`src/rtl/game_pkt_pkg.sv`:
```
// Shared definitions for game packets: field widths and offsets, the clear-command ID, screen bounds,
// and an unpack helper for the decoder, the renderer and the UART test top.
package game_pkt_pkg;

  localparam int ID_W    = 8;
  localparam int COORD_W = 16;
  localparam int PKT_W   = ID_W + 2 * COORD_W;
  localparam int ID_LSB  = 2 * COORD_W;
  localparam int X_LSB   = COORD_W;
  localparam int Y_LSB   = 0;

  localparam logic [ID_W-1:0]    CLEAR_ID = '0;
  localparam logic [COORD_W-1:0] X_MAX    = 16'd639;
  localparam logic [COORD_W-1:0] Y_MAX    = 16'd479;

  typedef struct packed {
    logic [ID_W-1:0]    id;
    logic [COORD_W-1:0] x;
    logic [COORD_W-1:0] y;
  } pkt_t;

  function automatic pkt_t unpack_pkt(input logic [PKT_W-1:0] p);
    pkt_t f;
    f.id = p[ID_LSB +: ID_W];
    f.x  = p[X_LSB +: COORD_W];
    f.y  = p[Y_LSB +: COORD_W];
    return f;
  endfunction

endpackage

```
`src/rtl/led_pulse_stretch.sv`:
```
// Stretches a one-cycle trigger into an ACT_CYC-cycle high level; a trigger while high restarts the count.
module led_pulse_stretch #(
  parameter int ACT_CYC = 2500000
) (
  input  logic clk50,
  input  logic rst_n,
  input  logic trig,
  output logic out
);

  localparam int CW = $clog2(ACT_CYC + 1);

  logic [CW-1:0] cnt;

  always_ff @(posedge clk50 or negedge rst_n) begin
    if (!rst_n) begin
      cnt <= '0;
    end else if (trig) begin
      cnt <= CW'(ACT_CYC);
    end else if (cnt != '0) begin
      cnt <= cnt - CW'(1);
    end
  end

  assign out = (cnt != '0);

endmodule

```
`src/rtl/game_packet_decoder.sv`:
```
// Two-stage game packet decoder: registers the strobed packet, then clears, writes (with clamping)
// or rejects it, keeping a position table, saturating error counters and a status LED byte.
module game_packet_decoder #(
  parameter int                          ID_W     = game_pkt_pkg::ID_W,
  parameter int                          COORD_W  = game_pkt_pkg::COORD_W,
  parameter int                          NUM_ELEM = 8,
  parameter logic [COORD_W-1:0]          X_MAX    = COORD_W'(game_pkt_pkg::X_MAX),
  parameter logic [COORD_W-1:0]          Y_MAX    = COORD_W'(game_pkt_pkg::Y_MAX),
  parameter int                          ACT_CYC  = 2500000,
  parameter int                          CNT_W    = 8,
  localparam int                         PKT_W    = ID_W + 2 * COORD_W,
  localparam int                         IDX_W    = (NUM_ELEM > 1) ? $clog2(NUM_ELEM) : 1
) (
  input  logic               clk50,
  input  logic               rst_n,
  // pkt_valid is a one-cycle strobe with no back-pressure: packet is sampled only in that cycle,
  // and a strobe may arrive every cycle.
  input  logic [PKT_W-1:0]   packet,
  input  logic               pkt_valid,
  input  logic [IDX_W-1:0]   rd_idx,
  output logic [COORD_W-1:0] rd_x,
  output logic [COORD_W-1:0] rd_y,
  output logic               rd_vld,
  output logic               upd_pulse,
  output logic [IDX_W-1:0]   upd_idx,
  output logic [CNT_W-1:0]   bad_id_cnt,
  output logic [CNT_W-1:0]   clamp_cnt,
  output logic [7:0]         leds
);

  import game_pkt_pkg::*;

  logic               run;
  logic               s1_vld;
  logic [PKT_W-1:0]   s1_pkt;
  logic [ID_W-1:0]    s1_id;
  logic [COORD_W-1:0] s1_x, s1_y, x_cl, y_cl;
  logic               x_over, y_over;
  logic               is_clear, is_write, is_bad;
  logic [IDX_W-1:0]   wr_idx;

  logic [COORD_W-1:0] tab_x [NUM_ELEM];
  logic [COORD_W-1:0] tab_y [NUM_ELEM];
  logic [NUM_ELEM-1:0] tab_v;

  logic               bad_sticky, clamp_sticky, act;
  logic [4:0]         last_idx;

  assign s1_id = s1_pkt[2*COORD_W +: ID_W];
  assign s1_x  = s1_pkt[COORD_W +: COORD_W];
  assign s1_y  = s1_pkt[0 +: COORD_W];

  always_comb begin
    is_clear = s1_vld && (s1_id == ID_W'(CLEAR_ID));
    is_write = s1_vld && (s1_id != ID_W'(CLEAR_ID)) && (s1_id <= ID_W'(NUM_ELEM));
    is_bad   = s1_vld && (s1_id > ID_W'(NUM_ELEM));
    wr_idx   = IDX_W'(s1_id - ID_W'(1));
    x_over   = (s1_x > X_MAX);
    y_over   = (s1_y > Y_MAX);
    x_cl     = x_over ? X_MAX : s1_x;
    y_cl     = y_over ? Y_MAX : s1_y;
  end

  // run stays low through the first edge after reset release so a strobe there is dropped.
  always_ff @(posedge clk50 or negedge rst_n) begin
    if (!rst_n) begin
      run    <= 1'b0;
      s1_vld <= 1'b0;
      s1_pkt <= '0;
    end else begin
      run    <= 1'b1;
      s1_vld <= pkt_valid && run;
      if (pkt_valid) s1_pkt <= packet;
    end
  end

  always_ff @(posedge clk50 or negedge rst_n) begin
    if (!rst_n) begin
      for (int i = 0; i < NUM_ELEM; i++) begin
        tab_x[i] <= '0;
        tab_y[i] <= '0;
      end
      tab_v <= '0;
    end else if (is_clear) begin
      tab_v <= '0;
    end else if (is_write) begin
      tab_x[wr_idx] <= x_cl;
      tab_y[wr_idx] <= y_cl;
      tab_v[wr_idx] <= 1'b1;
    end
  end

  always_ff @(posedge clk50 or negedge rst_n) begin
    if (!rst_n) begin
      upd_pulse    <= 1'b0;
      upd_idx      <= '0;
      last_idx     <= '0;
      bad_id_cnt   <= '0;
      clamp_cnt    <= '0;
      bad_sticky   <= 1'b0;
      clamp_sticky <= 1'b0;
    end else begin
      upd_pulse <= is_write;
      if (is_write) begin
        upd_idx  <= wr_idx;
        last_idx <= 5'(wr_idx);
      end
      if (is_bad) begin
        bad_sticky <= 1'b1;
        if (bad_id_cnt != '1) bad_id_cnt <= bad_id_cnt + CNT_W'(1);
      end
      // One count per packet even when both axes were clamped.
      if (is_write && (x_over || y_over)) begin
        clamp_sticky <= 1'b1;
        if (clamp_cnt != '1) clamp_cnt <= clamp_cnt + CNT_W'(1);
      end
    end
  end

  // Registered read sees the table before any write landing on the same edge.
  always_ff @(posedge clk50 or negedge rst_n) begin
    if (!rst_n) begin
      rd_x   <= '0;
      rd_y   <= '0;
      rd_vld <= 1'b0;
    end else if (32'(rd_idx) < NUM_ELEM) begin
      rd_x   <= tab_x[rd_idx];
      rd_y   <= tab_y[rd_idx];
      rd_vld <= tab_v[rd_idx];
    end else begin
      rd_x   <= '0;
      rd_y   <= '0;
      rd_vld <= 1'b0;
    end
  end

  led_pulse_stretch #(.ACT_CYC(ACT_CYC)) u_act (
    .clk50 (clk50),
    .rst_n (rst_n),
    .trig  (upd_pulse),
    .out   (act)
  );

  assign leds = {bad_sticky, clamp_sticky, act, last_idx};

endmodule

```
`config.mk`:
```
export PLATFORM = sky130hd
export DESIGN_NAME = game_packet_decoder
export DESIGN_NICKNAME = d
export VERILOG_FILES = /design/src/rtl/game_pkt_pkg.sv /design/src/rtl/led_pulse_stretch.sv /design/src/rtl/game_packet_decoder.sv
export SDC_FILE = /design/constraint.sdc
export NUM_CORES = 1
export LEC_CHECK = 0
export ABC_AREA = 1
export CORE_AREA = 5 5 214 164
export DETAILED_ROUTE_END_ITERATION = 10
export DIE_AREA = 0 0 219 169
export PLACE_DENSITY_LB_ADDON = 0.08
export SYNTH_ARGS = -nofsm -noshare
export SYNTH_HDL_FRONTEND = slang
export SYNTH_SLANG_ARGS = --single-unit
```
`constraint.sdc`:
```
create_clock -name clk50 -period 2.2 [get_ports clk50]
set_input_delay 0.22 -clock clk50 [delete_from_list [all_inputs] [get_ports clk50]]
set_output_delay 0.22 -clock clk50 [all_outputs]
set_load 0.05 [all_outputs]
```
==> results_dict.tcl <==
set metrics [dict create \
    outcome "complete, no violations" \
    postRouteAntennaNets 0 \
    reg2reg_depth 10 \
    grt_use_total 0.214 \
    crit-reg2reg-launch "s1_pkt[32]" \
    clock-sinks 383 \
    avgSynthCellArea_um2 8.76 \
    drt-initial-drc-count 1210 \
    grt_max_degree 133 \
    clk_latency_ns 0.54 \
    hold_viol_final 0 \
    crit_buf_inv 1 \
    yosysTopAreaCell "dfrtp_1" \
    postPlaceCellArea_um2 18100 \
    post-cts-setup-buffer-count 0 \
    die-area_um2 37000 \
    crit_path_top_delay_cell "clkdlybuf4s50_1" \
    yosys_warnings 0 \
    crit_type "reg2out" \
    startpoint_type "flip-flop" \
    min_path_type "in2async" \
    critPathMaxStageDelay_ns 0.88 \
    start_util 0.501 \
    rows 58 \
    syn-cell-area_um2 16500 \
    fp.dieW_um 219 \
    routabilityCongestion 0.881 \
    cts_buffers 40 \
    placed_cells 2381 \
    wl_um 38600 \
    ys.flop_type "dfrtp_1" \
    dp_hpwl_um 24500 \
    portBuffers 104 \
    crit_chain "clkdlybuf4s50_1" \
    cts_tree "built" \
    route.vias.total 12500 \
    finalMaxSlewViolations 0 \
    fmaxAchievable_mhz 470 \
    p_sw_w 0.00534 \
    clockBufferDepth 3 \
    arrival_ns 1.91 \
    wl_per_cell_um 15.8 \
    postSynthCellCount 1883 \
    synthArstFlopShare 1.00 \
    tightest_slew_ns 0.638 \
    die_h_um 169 \
    clockRootBuffer "clkbuf_16" \
    first_pass_iters 5 \
    htree_levels 2 \
    drv_cap 0 \
    yosys-top-cells-area "dfrtp_1 58%, nand2_1 8.1%, nor2_1 7.0%" \
    gr-total-overflow 0 \
    required_ns 1.98 \
    setup_viol 0 \
    drive_gt1_frac 0.0855 \
    pin_count 107 \
    fill_cells 2952 \
    layout_min_cycle_time_ns 2.13 \
    coreArea_um2 32900 \
    rr_endpoint "tab_v[6]" \
    cp_top_family "buffers and inverters" \
    yosysTopAreaCellShare 0.581 \
    powerDensity_nw_per_um2 950 \
    skew_ns 0.0215 \
    pwr-share-seq 0.456 \
    comb_power_share 0.172 \
    p_leak_nw 9.19 \
    routed_via_density 5.11 \
    rsz0062_at_grt "true" \
    power_frac_clock 0.372 \
    crit_path_end_kind "output port" \
    min_period_over_period 0.967 \
    p_int_w 0.0132 \
    switching_share 0.287 \
    area_growth_pct 18.5 \
    path_max_fanout 7 \
    grt_pass1_vias 12300 \
    reg2reg_setup_slack_ns 0.23 \
    antenna_found_initial 0 \
    final_cell_mix "383 x dfrtp_1, 354 x nand2_1, 306 x nor2_1" \
    synth-seq-cells 383 \
    nets 2026 \
    final_cells 2452 \
    ys_seq_area_frac 0.581 \
    relSlewSlack 0.571 \
    postLayoutCellArea_um2 19500 \
    ir_drop_uv 652 \
    synth_cell_types 32 \
    grt_pass1_wl_um 64700 \
    mostFrequentLayoutCell "dfrtp_1" \
    cts.clk_slew.worst_paths_ns 0.06 \
    synth_edf_count 0 \
    drcViolationCount 0 \
]
## sequential cells by signal (all words and copies together), names as in the netlist
| signal | count |
|---|---|
| bad_id_cnt | 8 |
| bad_sticky | 1 |
| clamp_cnt | 8 |
| clamp_sticky | 1 |
| rd_vld | 1 |
| rd_x | 16 |
| rd_y | 16 |
| run | 1 |
| s1_pkt | 40 |
| s1_vld | 1 |
| tab_v | 8 |
| tab_x | 128 |
| tab_y | 128 |
| u_act.cnt | 22 |
| upd_idx | 3 |
| upd_pulse | 1 |
## stage by stage
stage	setup slack, ns	setup TNS (ns)	hold slack (ns)	utilization	total power (W)
detailed placement	0.129	0	0.227	0.551	0.0118
CTS	0.0402	0	0.222	0.593	0.0187
global placement	0.202	0	0.226	0.551	0.0117
finish	0.0736	0	0.246	0.593	0.0186
floorplan	0.347	0	-0.0756	-	0.0107
global route	-0.0548	-0.231	0.248	0.593	0.0196
## worst max-delay path by stage
stage | depth (start not counted) | endpoint | slack (ns) | from
2_1_floorplan | 8 | bad_id_cnt[5] | 0.35 | bad_id_cnt[1]
3_3_place_gp | 10 | clamp_cnt[1] | 0.20 | s1_pkt[32]
3_5_place_dp | 6 | tab_y[2] | 0.13 | s1_pkt[11]
4_1_cts | 1 | clamp_cnt[4] | 0.04 | clamp_cnt[4]
5_1_grt | 6 | tab_y[17] | -0.05 | s1_pkt[11]
6_report | 1 | clamp_cnt[4] | 0.07 | clamp_cnt[4]
## kinds of logic (layout without fill, tap and decap cells)
family / after synthesis / count (layout) / share of synthesized area
AOI/OAI and AO/OA: 431 / 431 / 0.134
xor gates and xnor gates: 13 / 13 / 0.00690
adders and majority gates: 6 / 6 / 0.00455
buffers and inverters: 278 / 395 / 0.0736
DFF: 383 / 383 / 0.581
muxes: 26 / 26 / 0.0177
other: 2 / 4 / 0.000455
and+or+nand+nor: 744 / 744 / 0.182
## power by group through the flow
stage	Clock, W	Combinational, W	Sequential (W)
final	0.00691	0.00318	0.00847
after global routing	0.00739	0.00357	0.00859
after CTS	0.00706	0.00321	0.00846
after detailed placement	0	0.00319	0.00858
after global placement	0	0.00314	0.00857
after floorplan	0	0.00175	0.00892
## area by class of cell
type / instances / area, um2 / area share
flip-flops and latches: 383 / 9580 / 0.490
multi-input cells: 1223 / 5710 / 0.292
repair buffers: 155 / 1670 / 0.0853
clock buffers: 61 / 1250 / 0.0641
inverters: 171 / 647 / 0.0331
well taps: 450 / 563 / 0.0288
clock inverters: 8 / 115 / 0.00589
diodes: 1 / 2.50 / 0.000128
## layer usage
| layer | up-vias | share of wire | track usage |
|---|---|---|---|
| li1 | 6218 | - | - |
| met3 | 55 | 0.050 | 0.0363 |
| met5 | - | 0 | 0 |
| met2 | 252 | 0.43 | 0.321 |
| met1 | 6012 | 0.50 | 0.326 |
| met4 | 0 | 0.020 | 0.0535 |
## what timing repair did
item                                    CTS  global route
resized for setup                         0             4
hold buffers                              1             0
endpoints found under the setup margin    0            24
endpoints found under the hold margin    56             0
## synth_stat cells, types with 2 or more instances
cell type    n
clkbuf_1    37
nand3_2      2
buf_2       34
ha_1         6
a31oi_1     32
buf_6        6
nor2_2       3
nand4_1     21
dfrtp_1    383
mux2_2      26
a21oi_1     82
nand2_2      3
buf_1        8
nor2_4       7
nor2_1     307
o21ai_0    214
a21o_1       5
nand2_1    354
conb_1       2
xnor2_1      4
xor2_1       9
nor3_1       7
nand3_1     36
o21ai_1     96
inv_2        5
or2_2        3
inv_1      165
buf_4       22
(Power assumes the default switching activity.)
